$ cat config.mk
export PLATFORM = sky130hd
export DESIGN_NAME = alert_sched_57
export DESIGN_NICKNAME = d
export VERILOG_FILES = /design/src/rtl/alert_sched_57.sv
export SDC_FILE = /design/constraint.sdc
export NUM_CORES = 1
export LEC_CHECK = 0
export BUFFER_PORTS_ARGS = -buffer_cell sky130_fd_sc_hd__buf_2
export CAP_MARGIN = 20
export CORE_ASPECT_RATIO = 1.2
export CORE_UTILIZATION = 55
export CTS_CLUSTER_SIZE = 16
export DETAILED_ROUTE_END_ITERATION = 8
export GPL_TIMING_DRIVEN = 0
export PLACE_DENSITY = 0.76
export SLEW_MARGIN = 20
export SYNTH_ARGS = -nofsm -noshare
export SYNTH_HDL_FRONTEND = slang
export SYNTH_SLANG_ARGS = --single-unit
$ cat constraint.sdc
create_clock -name clk_50m_57 -period 4 [get_ports clk_50m_57]
set_input_delay 0.6 -clock clk_50m_57 [delete_from_list [all_inputs] [get_ports clk_50m_57]]
set_output_delay 0.6 -clock clk_50m_57 [all_outputs]
set_load 0.01 [all_outputs]
$ cat src/rtl/alert_sched_57.sv
// alert_sched_57: priority scheduler for the shared LED/buzzer alert resource.
// Arbitrates alarm > chime > game requests and times alarm/chime in 1 Hz ticks.
// Every hand-off between two active states passes through GAP for one clock,
// so the driver always sees its enable fall.
// Optional feature macro: ALERT_SNOOZE_EN (alarm snooze timer and snooze counter).
//
// state | meaning
// IDLE  | nothing active, waiting for a pending flag or game_req_57
// GAP   | one-clock blank between alerts, then re-arbitrate
// ALARM | alarm sounding (sound_e_57=1, sound_model_57=0)
// CHIME | hourly chime sounding (sound_e_57=1, sound_model_57=1)
// GAME  | game LED pattern enabled

module alert_sched_57 #(
   parameter int unsigned ALARM_SEC  = 256,
   parameter int unsigned CHIME_SEC  = 32,
   parameter int unsigned SNOOZE_SEC = 300,
   parameter int unsigned SNOOZE_MAX = 3
) (
   input  logic clk_50m_57,
   input  logic rst_57,
   input  logic clk_1_57,
   input  logic alarm_req_57,
   input  logic chime_req_57,
   input  logic game_req_57,
   input  logic stop_57,
   output logic game_e_57,
   output logic sound_e_57,
   output logic sound_model_57,
   output logic alarm_done_57,
   output logic alarm_stopped_57
);

   typedef enum logic [2:0] {
      ST_IDLE  = 3'd0,
      ST_GAP   = 3'd1,
      ST_ALARM = 3'd2,
      ST_CHIME = 3'd3,
      ST_GAME  = 3'd4
   } state_t;

   localparam logic [9:0] ALARM_LAST = 10'(ALARM_SEC - 1);
   localparam logic [9:0] CHIME_LAST = 10'(CHIME_SEC - 1);

   state_t     st_q, st_d;
   logic       clk1_q;
   logic       tick;
   logic       alarm_pend_q, alarm_pend_d;
   logic       chime_pend_q, chime_pend_d;
   logic [9:0] cnt_q, cnt_d;
   logic       dur_hit;
   logic       alarm_exit;
   logic       game_e_q, game_e_d;
   logic       sound_e_q, sound_e_d;
   logic       model_q, model_d;
   logic       done_q, done_d;
   logic       stopped_q, stopped_d;

   // snooze hooks; tied off when the snooze feature is not built
   logic       snz_start;
   logic       snz_cancel;
   logic       snz_pend_set;

   assign tick = clk_1_57 & ~clk1_q;

   assign dur_hit = tick &&
                    (((st_q == ST_ALARM) && (cnt_q == ALARM_LAST)) ||
                     ((st_q == ST_CHIME) && (cnt_q == CHIME_LAST)));

   // stop takes precedence over a timeout landing on the same edge
   assign alarm_exit = (st_q == ST_ALARM) && (stop_57 || dur_hit);

`ifdef ALERT_SNOOZE_EN
   logic       snz_act_q, snz_act_d;
   logic [9:0] snz_tmr_q, snz_tmr_d;
   logic [2:0] snz_used_q, snz_used_d;
   logic       snz_expire;

   assign snz_start    = (st_q == ST_ALARM) && stop_57 && (snz_used_q < 3'(SNOOZE_MAX));
   assign snz_cancel   = snz_act_q && stop_57 && (st_q != ST_CHIME) && (st_q != ST_ALARM);
   assign snz_expire   = snz_act_q && tick && (snz_tmr_q == 10'd1);
   assign snz_pend_set = snz_expire && !snz_cancel;

   // snooze down-counter and per-alarm snooze count
   always_comb begin
      snz_act_d  = snz_act_q;
      snz_tmr_d  = snz_tmr_q;
      snz_used_d = snz_used_q;
      if (snz_start) begin
         snz_act_d = 1'b1;
         snz_tmr_d = 10'(SNOOZE_SEC);
      end else if (snz_cancel) begin
         snz_act_d  = 1'b0;
         snz_used_d = 3'd0;
      end else if (snz_expire) begin
         snz_act_d  = 1'b0;
         snz_used_d = snz_used_q + 3'd1;
      end else if (snz_act_q && tick) begin
         snz_tmr_d = snz_tmr_q - 10'd1;
      end
      if (alarm_exit && !snz_start) begin
         snz_used_d = 3'd0;
      end
   end

   // snooze registers
   always_ff @(posedge clk_50m_57) begin
      if (rst_57) begin
         snz_act_q  <= 1'b0;
         snz_tmr_q  <= 10'd0;
         snz_used_q <= 3'd0;
      end else begin
         snz_act_q  <= snz_act_d;
         snz_tmr_q  <= snz_tmr_d;
         snz_used_q <= snz_used_d;
      end
   end
`else
   logic unused_snz;

   assign snz_start    = 1'b0;
   assign snz_cancel   = 1'b0;
   assign snz_pend_set = 1'b0;
   assign unused_snz   = ^{10'(SNOOZE_SEC), 3'(SNOOZE_MAX)};
`endif

   // next state, pending flags, tick counter and registered-output decode
   always_comb begin
      st_d = st_q;
      case (st_q)
         ST_IDLE, ST_GAP: begin
            if (alarm_pend_q)      st_d = ST_ALARM;
            else if (chime_pend_q) st_d = ST_CHIME;
            else if (game_req_57)  st_d = ST_GAME;
            else                   st_d = ST_IDLE;
         end
         ST_ALARM: begin
            if (stop_57 || dur_hit) st_d = ST_GAP;
         end
         ST_CHIME: begin
            if (stop_57 || dur_hit || alarm_pend_q) st_d = ST_GAP;
         end
         ST_GAME: begin
            if (alarm_pend_q || chime_pend_q || !game_req_57) st_d = ST_GAP;
         end
         default: st_d = ST_IDLE;
      endcase

      // a request for the state already running merges into it
      alarm_pend_d = alarm_pend_q | (alarm_req_57 && (st_q != ST_ALARM)) | snz_pend_set;
      chime_pend_d = chime_pend_q | (chime_req_57 && (st_q != ST_CHIME));
      if ((st_d == ST_ALARM) && (st_q != ST_ALARM)) alarm_pend_d = 1'b0;
      if ((st_d == ST_CHIME) && (st_q != ST_CHIME)) chime_pend_d = 1'b0;

      cnt_d = cnt_q;
      if (((st_d == ST_ALARM) || (st_d == ST_CHIME)) && (st_d != st_q)) begin
         cnt_d = 10'd0;
      end else if (tick && ((st_q == ST_ALARM) || (st_q == ST_CHIME))) begin
         cnt_d = cnt_q + 10'd1;
      end

      game_e_d  = (st_d == ST_GAME);
      sound_e_d = (st_d == ST_ALARM) || (st_d == ST_CHIME);
      model_d   = model_q;
      if (st_d == ST_ALARM) model_d = 1'b0;
      if (st_d == ST_CHIME) model_d = 1'b1;

      done_d    = (alarm_exit && !snz_start) || snz_cancel;
      stopped_d = stopped_q;
      if (done_d) stopped_d = snz_cancel || stop_57;
   end

   // state, flags, counter, tick sampler and output registers
   always_ff @(posedge clk_50m_57) begin
      if (rst_57) begin
         st_q         <= ST_IDLE;
         clk1_q       <= 1'b0;
         alarm_pend_q <= 1'b0;
         chime_pend_q <= 1'b0;
         cnt_q        <= 10'd0;
         game_e_q     <= 1'b0;
         sound_e_q    <= 1'b0;
         model_q      <= 1'b0;
         done_q       <= 1'b0;
         stopped_q    <= 1'b0;
      end else begin
         st_q         <= st_d;
         clk1_q       <= clk_1_57;
         alarm_pend_q <= alarm_pend_d;
         chime_pend_q <= chime_pend_d;
         cnt_q        <= cnt_d;
         game_e_q     <= game_e_d;
         sound_e_q    <= sound_e_d;
         model_q      <= model_d;
         done_q       <= done_d;
         stopped_q    <= stopped_d;
      end
   end

   assign game_e_57        = game_e_q;
   assign sound_e_57       = sound_e_q;
   assign sound_model_57   = model_q;
   assign alarm_done_57    = done_q;
   assign alarm_stopped_57 = stopped_q;

endmodule

Word-level counts from Yosys, hierarchy flattened --
Cells that the tools add are included.
Word-level totals: flip-flop bits (word level) 21, output and inout port bits 5
Cells by class: equal/unequal tests 12, mux-type cells 9, reduce and logical (&&, ||, !) cells 24, bitwise gates (word level) 4, $add $sub $neg 1
Operator list (number):
- 3-bit 2-to-1 mux | 6
- 3-bit by 2-bit equality test with 1-bit output, second input constant | 4
- 3-bit case mux with 4 select lines | 1
- 10-bit by 1-bit adder with 10-bit output, second input constant | 1
- 10-bit by 5-bit equality test with 1-bit output, second input constant | 1
- 10-bit by 8-bit equality test with 1-bit output, second input constant | 1
- 1-bit logical AND | 10
- 2-bit OR reduction | 4
- 1-bit logical OR | 7
- 3-bit equality test, second input constant | 2
- 3-bit by 2-bit != test with 1-bit output, second input constant | 2
- 3-bit by 1-bit equality test with 1-bit output, second input constant | 1
- 3-bit logical NOT | 1
- 3-bit != test | 1
- 1-bit 2-to-1 mux | 2
- 1-bit OR | 2
- 2-bit nonzero test | 1
- 1-bit AND | 1
- 1-bit logical NOT | 1
- 1-bit NOT | 1

Depth between registers and ports, before layout --
word-level depth 12, depth in mapped cells 6, mapped depth without buffers 5

Least setup slack after synthesis --
No wires, ideal clock.
path type input-to-reg, start in clk_1_57, end reg model_q, in the netlist sound_model_57, setup time 79 ps, arrival 1880 ps, stages 4, slack 2040 ps, buffers on the path 0, required time 3921 ps, cell sequence or4b_1 -> or4_1 -> a21boi_1 -> a211oi_2
On the way: longest elaborated chain between the ends 8, elaborated cells on any way between the ends 11
RTL lines:
- start, declared | line 22 | input logic clk_1_57,
- 1-bit AND * | line 64 | assign tick = clk_1_57 & ~clk1_q;
- 1-bit logical AND * | line 66 | assign dur_hit = tick &&
- 1-bit logical OR * | line 138, 141
- 1-bit logical OR | line 141 | if (stop_57 || dur_hit || alarm_pend_q) st_d = ST_GAP;
- 3-bit 2-to-1 mux | line 141
- 3-bit case mux with 4 select lines * | line 130 | case (st_q)
- 3-bit by 2-bit equality test with 1-bit output, on equally long branches | line 166, 165
- 1-bit 2-to-1 mux or 2-bit nonzero test (tied branches)
- end signal, assigned | line 194 | model_q <= model_d;
- end, declared | line 55 | logic model_q, model_d;
Mark *: on every way between the ends. The rest lies on a longest branch, timed or not. A chain may end at the register's enable or synchronous reset.

Worst setup path after layout --
start reg st_q[0], end reg model_q, in the netlist sound_model_57
On the way: longest elaborated chain between the ends 10, elaborated cells on any way between the ends 20
RTL lines:
- start, declared | line 45 | state_t st_q, st_d;
- start signal, assigned | line 187 | st_q <= st_d;
- 3-bit by 2-bit equality test with 1-bit output, on equally long branches | line 67, 130, 68
- 1-bit logical AND, on equally long branches | line 67, 68
- 1-bit logical OR | line 67 | (((st_q == ST_ALARM) && (cnt_q == ALARM_LAST)) ||
- 1-bit logical AND | line 66
- 1-bit logical OR | line 138, 141
- 1-bit logical OR | line 141
- 3-bit 2-to-1 mux | line 141
- 3-bit case mux with 4 select lines * | line 130
- 3-bit by 2-bit equality test with 1-bit output, on equally long branches | line 166, 165
- 1-bit 2-to-1 mux or 2-bit nonzero test (tied branches)
Marked as above.

==> insert_results.sql <==
INSERT INTO impl_metrics (metric_group, metric, value, unit) VALUES
('drt', 'final_antenna_net_count', '0', ''),
('floorplan', 'core_region_area', '1620', 'sq um'),
('min_path', 'timing.hold.worst_path_depth', '2', ''),
('drt', 'drcViolationCount', '0', ''),
('timing', 'timing.fmax', '516', 'MHz'),
('worst_setup_path', 'worst_setup_path_end_kind', 'register', ''),
('place', 'place_congestion', '0.697', ''),
('synth', 'seq_area_frac_synth', '44.6', '%'),
('synth', 'yosys.area.top_type_share', '44.6', '%'),
('timing', 'fin_crit_sh', '48.4', '%'),
('timing', 'rsz0062_at_grt', 'false', ''),
('place', 'place.detailed.hpwl', '1.39', 'mm'),
('final_layout', 'layout_commonest_cell', 'sky130_fd_sc_hd__dfxtp_1', ''),
('timing', 'tns', '0', 'ns'),
('place', 'area_after_detailed_placement', '1020', 'sq um'),
('clock_tree', 'number_of_buffers_between_clock_root_and_the_deepest_sink', '2', ''),
('final_layout', 'final_layout_size_suffix_gt1_share', '14.2', '%'),
('final_layout', 'registers.top_by_ff_count', 'cnt_q', ''),
('worst_setup_path', 'timing.setup.critical_path_class', 'reg -> reg', ''),
('worst_setup_path', 'worstRegToRegCells', '4', ''),
('power', 'pwr_density_cell', '384', 'nW/um^2'),
('final_layout', 'area_overhead_vs_synth', '11.2', '%'),
('drt', 'detail_route.wirelength', '1.89', 'mm'),
('floorplan', 'fp.dieArea', '1880', 'sq um'),
('global_route', 'antenna_violations_before_repair', '0', ''),
('global_route', 'globalRouteTotalUtil', '23.7', '%'),
('floorplan', 'std_cell_rows', '16', ''),
('timing', 'worst_hold_slack', '0.473', 'ns'),
('synth', 'yosys.cell_types.count', '35', ''),
('drt', 'wire_per_inst', '13.7', 'um'),
('timing', 'worst_pin_slew', '0.454', 'ns'),
('synth', 'average_footprint_of_a_synthesized_cell', '8.97', 'sq um'),
('drt', 'detailroute.via_count', '799', ''),
('synth', 'synth.largest_area_cell', 'sky130_fd_sc_hd__dfxtp_1', ''),
('worst_setup_path', 'worstPathArrival', '2.18', 'ns'),
('floorplan', 'initial_utilization', '58.1', '%'),
('clock_tree', 'cts-hold-fix-buffers', '0', ''),
('status', 'status', 'finished clean', ''),
('worst_setup_path', 'worst-endpoint-required', '4.24', 'ns'),
('synth', 'syn_inst', '105', ''),
('power', 'p_leak', '0.383', 'nW'),
('synth', 'synthesis.nets', '113', ''),
('final_layout', 'biggest_registers_after_layout', 'cnt_q: 10 flops, st_q: 3 flops', ''),
('clock_tree', 'cts_htree_levels', '1', ''),
('worst_setup_path', 'cp-start-kind', 'register', ''),
('synth', 'yosys_warnings', '0', ''),
('floorplan', 'design.portCount', '12', ''),
('timing', 'finalHoldViolCount', '0', ''),
('clock_tree', 'ctsResizeCount', '0', ''),
('timing', 'clock_skew', '0.00608', 'ns'),
('clock_tree', 'cts-root-buf', 'sky130_fd_sc_hd__clkbuf_4', ''),
('timing', 'final_max_slew_viol_count', '0', ''),
('clock_tree', 'clock_latency', '0.31', 'ns'),
('timing', 'setup_violations', '0', ''),
('run', 'cap_violations', '0', ''),
('min_path', 'worstHoldPathType', 'in -> reg', ''),
('drt', 'post_drt_via_cell_ratio', '5.79', ''),
('final_layout', 'flip_flop_count_of_the_largest_register_all_copies_and_words_added', '10', ''),
('global_route', 'grt_remaining_overflow', '0', ''),
('final_layout', 'num-nets-final', '129', ''),
('final_layout', 'final_cell_mix', 'sky130_fd_sc_hd__dfxtp_1 (21), sky130_fd_sc_hd__nor2_1 (11), sky130_fd_sc_hd__buf_2 (11)', ''),
('synth', 'synth_top_cells_by_area', 'sky130_fd_sc_hd__dfxtp_1 (45%), sky130_fd_sc_hd__nor2_1 (4.4%), sky130_fd_sc_hd__xor2_1 (3.7%)', ''),
('global_route', 'grt_pass1_vias', '686', ''),
('global_route', 'grt_first_pass_wirelength', '2.95', 'mm'),
('clock_tree', 'count_of_buffers_added_by_post_cts_timing_repair_for_setup', '0', ''),
('final_layout', 'antenna_diode_count', '0', ''),
('place', 'port_buffers', '11', ''),
('floorplan', 'dieHeight', '47.3', 'um'),
('timing', 'timing.final.crit_period', '1.94', 'ns'),
('final_layout', 'cell_area_after_layout', '1050', 'sq um'),
('floorplan', 'die_x', '39.8', 'um');
where the power goes:
part	internal (mW)	total [mW]	leakage [nW]	switching, mW
registers	0.222	0.232	0.171	0.0101
clock network	0.0374	0.104	0.0177	0.0663
logic	0.0290	0.0668	0.194	0.0378
total	0.288	0.402	0.383	0.114
final cells by class:
class / instances / area [sq um] / area share, %
buffer: 5 / 18.8 / 1.79
clock buffer: 3 / 22.5 / 2.15
clock inverter: 1 / 5.00 / 0.478
inverter: 3 / 11.3 / 1.08
multi-input combinational: 76 / 492 / 47.0
sequential: 21 / 420 / 40.1
tap: 18 / 22.5 / 2.15
timing repair buffer: 11 / 55.1 / 5.26
synthesized netlist by cell type (all sizes together):
library cell / instances
dfxtp: 21
nor2: 11
nand2: 6
a21oi: 5
clkbuf: 5
a211oi: 4
nand3: 4
nor3: 4
xor2: 4
inv: 3
nand4: 3
nor2b: 3
o21ai: 3
xnor2: 3
a2111oi: 2
and3: 2
nand2b: 2
o31ai: 2
or4: 2
or4b: 2
a2111o: 1
a21boi: 1
a21o: 1
a2bb2oi: 1
ha: 1
nand3b: 1
nand4b: 1
nand4bb: 1
nor3b: 1
nor4bb: 1
o211ai: 1
or2: 1
or3: 1
or3b: 1
path summary, 6_finish.rpt:
path                  from        endpoint  slack (ns)
setup / recovery   st_q[0]  sound_model_57        2.06
hold / removal      rst_57       game_e_57        0.47
setup reg to reg   st_q[0]  sound_model_57        2.06
hold reg to reg   cnt_q[1]        cnt_q[1]        0.49
cells by family (layout without fill, tap and decap cells):
kind of cell,Yosys count,count (layout),share of synthesized area [%]
xor gates and xnor gates,7,7,6.51
and+or+nand+nor,47,47,28.4
DFF,21,21,44.6
adders and majority gates,1,1,1.33
buffers and inverters,8,23,3.19
AOI/OAI and AO/OA,21,21,15.9
metrics by stage:
step / worst slack (ns) / total power [mW] / std cells
floorplan: 2.04 / 0.282 / 105
global placement: 1.84 / 0.301 / 134
detailed placement: 1.82 / 0.303 / 134
CTS: 2.07 / 0.405 / 138
global route: 1.96 / 0.423 / 138
finish: 2.06 / 0.402 / 138
per-layer routing:
layer / routed length [um] / global-route usage [%] / up-vias
met3: 36 / 4.27 / 4
li1: - / - / 411
met5: 0 / 0 / -
met1: 853 / 28.3 / 376
met4: 34 / 10.3 / 0
met2: 961 / 41.0 / 8
worst max-delay path: stages, from the launching register on:
cell,delay (ns)
sky130_fd_sc_hd__dfxtp_1,0.52
sky130_fd_sc_hd__or4b_1,0.49
sky130_fd_sc_hd__a2111o_1,0.47
sky130_fd_sc_hd__a21o_1,0.20
sky130_fd_sc_hd__a211oi_2,0.20
Note: power is estimated with default switching activity, not from simulation.
